**src/rtl/muldiv_pkg.sv**
```systemverilog
`default_nettype none
// +----------------------------------------------------------------------------+
// | muldiv_pkg: op encodings, FSM states and counter sizing for muldiv_unit.   |
// | Rev 1.0                                                                    |
// +----------------------------------------------------------------------------+
package muldiv_pkg;

  typedef enum logic [1:0] {
    OP_MULTU = 2'b00,
    OP_MULT  = 2'b01,
    OP_DIVU  = 2'b10,
    OP_DIV   = 2'b11
  } op_e;

  typedef enum logic [1:0] {
    S_IDLE = 2'b00,
    S_RUN  = 2'b01,
    S_DONE = 2'b10
  } state_e;

  function automatic int cnt_width(input int w);
    return (w > 2) ? $clog2(w) : 1;
  endfunction

endpackage
`default_nettype wire

```
**src/rtl/muldiv_step.sv**
```systemverilog
`default_nettype none
// +----------------------------------------------------------------------------+
// | muldiv_step: one combinational shift-add / restoring-divide iteration.     |
// | Rev 1.0                                                                    |
// +----------------------------------------------------------------------------+
module muldiv_step #(
  parameter int WIDTH = 32
) (
  input  logic             is_div,
  input  logic [WIDTH-1:0] acc_hi,
  input  logic [WIDTH-1:0] acc_lo,
  input  logic [WIDTH-1:0] opnd,
  output logic [WIDTH-1:0] nxt_hi,
  output logic [WIDTH-1:0] nxt_lo
);

  logic [WIDTH:0] sum;
  logic [WIDTH:0] shifted;
  logic [WIDTH:0] diff;
  logic           fits;

  always_comb begin
    sum     = {1'b0, acc_hi} + (acc_lo[0] ? {1'b0, opnd} : '0);
    shifted = {acc_hi, acc_lo[WIDTH-1]};
    diff    = shifted - {1'b0, opnd};
    fits    = (shifted >= {1'b0, opnd});
    if (is_div) begin
      // Remainder stays below the divisor, so the difference fits in WIDTH bits.
      nxt_hi = fits ? diff[WIDTH-1:0] : shifted[WIDTH-1:0];
      nxt_lo = {acc_lo[WIDTH-2:0], fits};
    end else begin
      nxt_hi = sum[WIDTH:1];
      nxt_lo = {sum[0], acc_lo[WIDTH-1:1]};
    end
  end

endmodule
`default_nettype wire

```
**src/rtl/muldiv_unit.sv**
```systemverilog
`default_nettype none
// +----------------------------------------------------------------------------+
// | muldiv_unit: iterative MULT/DIV with HI/LO; define MULDIV_SIGNED_EN to     |
// | enable signed MULT/DIV. Rev 1.0                                            |
// +----------------------------------------------------------------------------+
module muldiv_unit
  import muldiv_pkg::*;
#(
  parameter int WIDTH = 32
) (
  input  logic             clk,
  input  logic             reset,
  input  logic             start,
  input  logic [1:0]       op,
  input  logic [WIDTH-1:0] srcA,
  input  logic [WIDTH-1:0] srcB,
  input  logic             hiWrite,
  input  logic             loWrite,
  output logic             busy,
  output logic             done,
  output logic [WIDTH-1:0] hi,
  output logic [WIDTH-1:0] lo
);

  localparam int            CW   = cnt_width(WIDTH);
  localparam logic [CW-1:0] LAST = CW'(WIDTH - 1);

  state_e           state_q, state_d;
  logic [CW-1:0]    cnt_q, cnt_d;
  logic             div_q, div_d;
  logic             dz_q, dz_d;
  logic [WIDTH-1:0] a_q, a_d;
  logic [WIDTH-1:0] opnd_q, opnd_d;
  logic [WIDTH-1:0] acc_hi_q, acc_hi_d;
  logic [WIDTH-1:0] acc_lo_q, acc_lo_d;
  logic [WIDTH-1:0] hi_q, hi_d;
  logic [WIDTH-1:0] lo_q, lo_d;
  logic [WIDTH-1:0] step_hi, step_lo;
  logic [WIDTH-1:0] a_mag, b_mag;
  logic [WIDTH-1:0] res_hi, res_lo;
`ifdef MULDIV_SIGNED_EN
  logic             qneg_q, qneg_d;
  logic             rneg_q, rneg_d;
  logic             sgn;
  logic [2*WIDTH-1:0] prod_neg;
`else
  logic             unused_op0;
  assign unused_op0 = op[0];
`endif

  muldiv_step #(.WIDTH(WIDTH)) u_step (
    .is_div (div_q),
    .acc_hi (acc_hi_q),
    .acc_lo (acc_lo_q),
    .opnd   (opnd_q),
    .nxt_hi (step_hi),
    .nxt_lo (step_lo)
  );

  always_comb begin
    res_hi = step_hi;
    res_lo = step_lo;
`ifdef MULDIV_SIGNED_EN
    prod_neg = -{step_hi, step_lo};
`endif
    if (dz_q) begin
      res_hi = a_q;
      res_lo = '1;
    end
`ifdef MULDIV_SIGNED_EN
    else if (!div_q) begin
      if (qneg_q) {res_hi, res_lo} = prod_neg;
    end else begin
      if (qneg_q) res_lo = -step_lo;
      if (rneg_q) res_hi = -step_hi;
    end
`endif
  end

  always_comb begin
    state_d  = state_q;
    cnt_d    = cnt_q;
    div_d    = div_q;
    dz_d     = dz_q;
    a_d      = a_q;
    opnd_d   = opnd_q;
    acc_hi_d = acc_hi_q;
    acc_lo_d = acc_lo_q;
    hi_d     = hi_q;
    lo_d     = lo_q;
    a_mag    = srcA;
    b_mag    = srcB;
`ifdef MULDIV_SIGNED_EN
    qneg_d   = qneg_q;
    rneg_d   = rneg_q;
    sgn      = op[0];
    if (sgn && srcA[WIDTH-1]) a_mag = -srcA;
    if (sgn && srcB[WIDTH-1]) b_mag = -srcB;
`endif
    case (state_q)
      S_IDLE: begin
        if (start) begin
          state_d  = S_RUN;
          cnt_d    = '0;
          div_d    = op[1];
          dz_d     = op[1] && (srcB == '0);
          a_d      = srcA;
          acc_hi_d = '0;
          // Multiply walks the multiplier in LO; divide shifts the dividend out of LO.
          acc_lo_d = op[1] ? a_mag : b_mag;
          opnd_d   = op[1] ? b_mag : a_mag;
`ifdef MULDIV_SIGNED_EN
          qneg_d   = sgn && (srcA[WIDTH-1] ^ srcB[WIDTH-1]);
          rneg_d   = sgn && srcA[WIDTH-1];
`endif
        end else begin
          if (hiWrite) hi_d = srcA;
          if (loWrite) lo_d = srcA;
        end
      end
      S_RUN: begin
        acc_hi_d = step_hi;
        acc_lo_d = step_lo;
        cnt_d    = cnt_q + 1'b1;
        if (cnt_q == LAST) begin
          state_d = S_DONE;
          cnt_d   = '0;
          hi_d    = res_hi;
          lo_d    = res_lo;
        end
      end
      S_DONE:  state_d = S_IDLE;
      default: state_d = S_IDLE;
    endcase
  end

  always_ff @(posedge clk) begin
    if (reset) begin
      state_q  <= S_IDLE;
      cnt_q    <= '0;
      div_q    <= 1'b0;
      dz_q     <= 1'b0;
      a_q      <= '0;
      opnd_q   <= '0;
      acc_hi_q <= '0;
      acc_lo_q <= '0;
      hi_q     <= '0;
      lo_q     <= '0;
`ifdef MULDIV_SIGNED_EN
      qneg_q   <= 1'b0;
      rneg_q   <= 1'b0;
`endif
    end else begin
      state_q  <= state_d;
      cnt_q    <= cnt_d;
      div_q    <= div_d;
      dz_q     <= dz_d;
      a_q      <= a_d;
      opnd_q   <= opnd_d;
      acc_hi_q <= acc_hi_d;
      acc_lo_q <= acc_lo_d;
      hi_q     <= hi_d;
      lo_q     <= lo_d;
`ifdef MULDIV_SIGNED_EN
      qneg_q   <= qneg_d;
      rneg_q   <= rneg_d;
`endif
    end
  end

  assign busy = (state_q != S_IDLE);
  assign done = (state_q == S_DONE);
  assign hi   = hi_q;
  assign lo   = lo_q;

endmodule
`default_nettype wire

```
**config.mk**
```make
export PLATFORM = sky130hd
export DESIGN_NAME = muldiv_unit
export DESIGN_NICKNAME = d
export VERILOG_FILES = /design/src/rtl/muldiv_pkg.sv /design/src/rtl/muldiv_step.sv /design/src/rtl/muldiv_unit.sv
export SDC_FILE = /design/constraint.sdc
export NUM_CORES = 1
export LEC_CHECK = 0
export BUFFER_PORTS_ARGS = -buffer_cell sky130_fd_sc_hd__clkbuf_2
export CAP_MARGIN = 30
export CORE_MARGIN = 5
export CORE_UTILIZATION = 60
export DETAILED_ROUTE_END_ITERATION = 6
export PLACE_DENSITY = 0.81
export SLEW_MARGIN = 20
export SYNTH_ARGS = -nofsm -noshare
export SYNTH_HDL_FRONTEND = slang
export SYNTH_SLANG_ARGS = --single-unit
```
**constraint.sdc**
```tcl
create_clock -name clk -period 4.35 [get_ports clk]
set_input_delay 0.2175 -clock clk [delete_from_list [all_inputs] [get_ports clk]]
set_output_delay 0.2175 -clock clk [all_outputs]
set_load 0.005 [all_outputs]
```
* Yosys cells after proc, flatten, opt, wreduce, memory -nomap -nowiden
Index checks and enable logic that the tools add are counted.
** Word-level totals
- Input port bits :: 71
- Register bits after elaboration :: 201
** Operators by class
- Order comparisons :: 1
- Reduce and logical (&&, ||, !) cells :: 10
- Equality and inequality tests :: 8
- Mux-type cells :: 26
- $add $sub $neg :: 3
** Operators with widths (count)
- $mux W32 :: 16
- $pmux W32 S2 :: 4
- $add A32 B32 Y33 :: 1
- $ge A33 B32 Y1 :: 1
- $logic_not A32 Y1 :: 1
- $sub A32 B32 Y32 :: 1
- $mux W5 :: 2
- $ne A2 B2 Y1 const B :: 5
- $pmux W5 S2 :: 1
- $reduce_and A4 Y1 :: 2
- $reduce_and A2 Y1 :: 3
- $add A5 B1 Y5 const B :: 1
- $eq A5 B5 Y1 const B :: 1
- $mux W2 :: 2
- $pmux W2 S2 :: 1
- $reduce_bool A2 Y1 :: 2
- $eq A2 B1 Y1 const B :: 1
- $eq A2 B2 Y1 const B :: 1
- $logic_not A2 Y1 :: 1
- $logic_and A1 B1 Y1 :: 1

* Longest topological paths before layout
- Word-level depth :: 6
- Depth in mapped cells :: 14

* Cells and area by module
Synthesis repeated with hierarchy kept, for this count alone.
** Unflattened totals
- Cells, all modules :: 1736
- Area total of the unflattened synthesis :: 13559.3 um^2
** Modules (own cells, without submodules)
- muldiv_unit :: sequential area each 4023.9 um^2, cells an instance 1041, area an instance 8783.4 um^2, instances 1
- muldiv_step :: sequential area each 0.0 um^2, cells an instance 695, area an instance 4775.8 um^2, instances 1

* Least setup slack after synthesis
OpenSTA, ideal clock, no wires.
- Path kind :: register to register
- From :: register acc_lo_q[0]
- To :: register hi_q[30], in the netlist hi[30]
- Arrival time :: 3.156 ns
- Slack :: 1.113 ns
- Stages on the path, launching flop included :: 14
- Buffers on the path :: 1
- Library setup time :: 0.081 ns
- Path through :: dfxtp_1 -> clkbuf_1 -> and2_1 -> ha_1 -> o21ai_0 -> o21a_1 -> or4b_2 -> a21oi_1 -> o21ai_0 -> o21ai_0 -> mux2_2 -> nor2_1 -> nand4_1 -> a41oi_1
** On the way
- Word-level cells in the longest chain between the ends :: 6
** RTL lines
- from (decl) :: RTL line muldiv_unit.sv:35 : logic [WIDTH-1:0] acc_lo_q, acc_lo_d;
- from (signal assigned) :: RTL line muldiv_unit.sv:161 : acc_lo_q <= acc_lo_d;
- $mux W32 :: RTL line muldiv_step.sv:23 : sum = {1'b0, acc_hi} + (acc_lo[0] ? {1'b0, opnd} : '0);
- $add A32 B32 Y33 :: RTL line muldiv_step.sv:23
- $mux W32 :: RTL line muldiv_step.sv:27 : if (is_div) begin
- $mux W32 :: RTL line muldiv_unit.sv:66 : if (dz_q) begin
- $mux W32 :: RTL line muldiv_unit.sv:125 : if (cnt_q == LAST) begin
- $pmux W32 S2 :: RTL line muldiv_unit.sv:100 : case (state_q)
- to (signal assigned) :: RTL line muldiv_unit.sv:162 : hi_q <= hi_d;
- to (decl) :: RTL line muldiv_unit.sv:36 : logic [WIDTH-1:0] hi_q, hi_d;
Every way passes these cells. The select of a mux whose other input is x is not followed.
A chain may end at the register's enable or synchronous reset.

* Final worst setup path
- From :: register opnd_q[13]
- To :: register hi_q[19], in the netlist hi[19]
** On the way
- Word-level cells in the longest chain between the ends :: 6
** RTL lines
- from (decl) :: RTL line muldiv_unit.sv:33 : logic [WIDTH-1:0] opnd_q, opnd_d;
- from (signal assigned) :: RTL line muldiv_unit.sv:159 : opnd_q <= opnd_d;
- $mux W32 (tied with other cells) :: RTL line muldiv_step.sv:23
- $add A32 B32 Y33 or $mux W32 (tied branches) :: RTL line muldiv_step.sv:23, muldiv_step.sv:29
- $mux W32 (*) :: RTL line muldiv_step.sv:27
- $mux W32 (*) :: RTL line muldiv_unit.sv:66
- $mux W32 (*) :: RTL line muldiv_unit.sv:125
- $pmux W32 S2 (*) :: RTL line muldiv_unit.sv:100
Mark *: on every way between the ends. The rest lies on a longest branch, timed or not. The select of a mux whose other input is x is not followed.

==> results.cfg <==
[global_route]
grt_overflow_total = 0
antenna_found_initial = 1
grt.total_usage_pct = 32.4
first_global_vias = 12700
pin_count_of_the_biggest_net_entering_global_routing = 89
grt_first_pass_wirelength_mm = 68.8

[timing]
setup_skew_after_layout_ns = 0.0120
finalSetupViolCount = 0
slew-limit-headroom_pct = 34.0
setup_tns_ns = 0
fmax_mhz = 248
setup_repair_after_global_routing_missed_its_margin = false
final.period_utilization_pct = 92.8
number_of_hold_slack_violations_in_the_final_timing_report = 0
fin_ws_ns = 0.313
final.min_clock_period_ns = 4.04
timing.final.max_slew_violations = 0
worst_slew_pin_slew_ns = 0.989

[routing]
postRouteWirelength_mm = 43.9
remaining_drc_errors = 0
num_vias = 13600
ant_nets = 0
dr.pass1.iters = 6
detailedRoute.firstIterationViolations = 1294
route.detailed.wl_per_inst_um = 21.2
vias_per_cell = 6.56

[clock_tree]
clock_sinks = 201
cts.path.max_buffers = 3
htree_num_levels = 1
cts_inserted_buffers = 22
path_clk_slew_ns = 0.06
clk_root_buffer_cell = sky130_fd_sc_hd__clkbuf_16
clk_latency_ns = 0.51
post_cts_resize_count = 0
cts_tree = done

[die]
start_util_pct = 61.0
coreArea_mm2 = 0.0219
fp-row-count = 54
die-area_mm2 = 0.0253
pin_count = 137
fp.dieW_um = 159
floorplan.die.height_um = 159

[place]
worst_slack_at_placement_ns = 0.528
place.port_buffers = 135
hpwl_reported_at_the_end_of_detailed_placement_mm = 31.2
place_congestion = 0.968

[logic_synthesis]
ys_seq_elements = 201
async_set_reset_flop_share_out_of_synthesis_pct = 0
post_synth_instance_area_mm2 = 0.0133
synth_cell_types = 73
syn-instance-count = 1717
seq_area_frac_synth_pct = 30.1
synth_flop_cell = sky130_fd_sc_hd__dfxtp_1
avgSynthCellArea_um2 = 7.77
edff_count_synth = 0
syn_nets = 1856
synth_warnings = 0

[critical_path]
worstPathArrival_ns = 4.42
cp.required_ns = 4.74
timing.setup.critical_path_class = reg2reg
worst-path-max-fanout = 11
critical_path.endpoint_type = register
start_kind = register

[pwr]
cellLeakagePower_nw = 6.34
peakVddDrop_uv = 314
power.density_mw_per_mm2 = 364

[finish]
flow.area_growth_from_synthesis_pct = 11.7
seqCellArea_mm2 = 0.00403
layout-drive-gt1-share_pct = 14.2
finish.net_count = 1909
most-common-layout-cells = sky130_fd_sc_hd__nand2_1 (216), sky130_fd_sc_hd__dfxtp_1 (200), sky130_fd_sc_hd__a21oi_1 (185), sky130_fd_sc_hd__nor2_1 (149), sky130_fd_sc_hd__clkbuf_2 (133)
multiInputGateArea_mm2 = 0.00861
fillers = 1877
antenna_cells = 0
most_common_library_cell_in_the_layout_ignoring_fill_and_taps = sky130_fd_sc_hd__nand2_1

[worst_hold_path]
hold_crit_path_type = in2reg

[run]
cap_violations = 0

[status]
run_status = finished clean
registers in the layout (all words and copies together), names as in the netlist:
name / count
a_q: 32
acc_hi_q: 32
acc_lo_q: 32
hi: 32
lo: 32
opnd_q: 32
cnt_q: 5
state_q: 2
div_q: 1
dz_q: 1
through the flow:
step | total power, mW | utilization (%) | hold slack [ns] | std cells | cell area [µm²]
CTS | 5.39 | 68.0 | 0.00105 | 2064 | 14900
floorplan | 2.96 | - | 0.353 | 1717 | 13300
global route | 5.63 | 68.1 | 0.0184 | 2065 | 14900
finish | 5.42 | 68.1 | 0.0113 | 2065 | 14900
detailed placement | 3.36 | 64.3 | 0.444 | 2023 | 14100
global placement | 3.33 | 64.2 | 0.437 | 2022 | 14100
Yosys cell counts, drive strengths merged (15+ instances only):
cell      n  area [µm²]
clkbuf  112         423
a31oi    25         156
mux2i    83         831
o22ai    17         106
a21oi   186         931
ha       66         826
nor2    151         567
nor3     31         155
buf      24         119
nand2   217         815
nand4    21         138
a211oi   62         465
nand3    38         190
inv      52         195
dfxtp   201        4020
o21ai    65         337
a21o     37         278
o211ai   22         165
and2     34         213
xnor2    37         324
o221ai   38         333
mux2     27         304
and3     15        93.8
worst paths after layout:
check / start / to / slack, ns / cells after the start
min: srcA[19] / a_q[19] / 0.01 / 3
max: opnd_q[13] / hi[19] / 0.31 / 12
min reg2reg: a_q[29] / a_q[29] / 0.45 / 2
max reg2reg: opnd_q[13] / hi[19] / 0.31 / 12
report_power, final:
part | leakage (nW) | switching (mW) | internal, mW
Clock | 0.388 | 0.794 | 1.26
Sequential | 1.65 | 0.107 | 1.96
Combinational | 4.31 | 0.826 | 0.477
layout make-up:
| cell class | instances | area share, % |
|---|---|---|
| Tap cell | 280 | 2.35 |
| Multi-Input combinational cell | 1328 | 57.8 |
| Sequential cell | 201 | 27.0 |
| Clock inverter | 11 | 1.13 |
| Clock buffer | 28 | 4.19 |
| Timing Repair Buffer | 165 | 6.22 |
| Inverter | 52 | 1.31 |
worst max-delay path, cell delays in order, from the launching register on:
cell                       delay, ns
sky130_fd_sc_hd__dfxtp_1        0.39
sky130_fd_sc_hd__inv_1          0.06
sky130_fd_sc_hd__ha_1           0.45
sky130_fd_sc_hd__nand4_2        0.18
sky130_fd_sc_hd__or4_1          0.53
sky130_fd_sc_hd__a21o_1         0.19
sky130_fd_sc_hd__o31ai_2        0.11
sky130_fd_sc_hd__o21ai_4        0.18
sky130_fd_sc_hd__o31a_1         0.54
sky130_fd_sc_hd__buf_4          0.27
sky130_fd_sc_hd__nor2_1         0.41
sky130_fd_sc_hd__a211oi_1       0.19
sky130_fd_sc_hd__o41ai_1        0.40
metal layers:
metal	GRT usage [%]	up-vias	share of wire [%]
met2	49.1	698	43
met1	46.8	6359	43
met3	5.67	116	10
met5	0	-	0.030
li1	-	6379	-
met4	10.5	2	3.3
kinds of logic after synthesis:
family                   count (synthesis)  share of synthesized area (%)
AND/OR/NAND/NOR                        551                           18.5
AO/OA/AOI/OAI                          548                           27.5
flip-flops                             201                           30.1
buffers and inverters                  188                           5.52
multiplexers                           110                           8.50
adder cells (fa/ha/maj)                 68                           6.49
XOR/XNOR                                51                           3.35
what timing repair did:
action | 4_1_cts | 5_1_grt
hold buffers | 2 | 0
endpoints found under the hold margin | 2 | 0
setup buffers | 0 | 0
No activity file was read; power rests on OpenSTA's default activity.
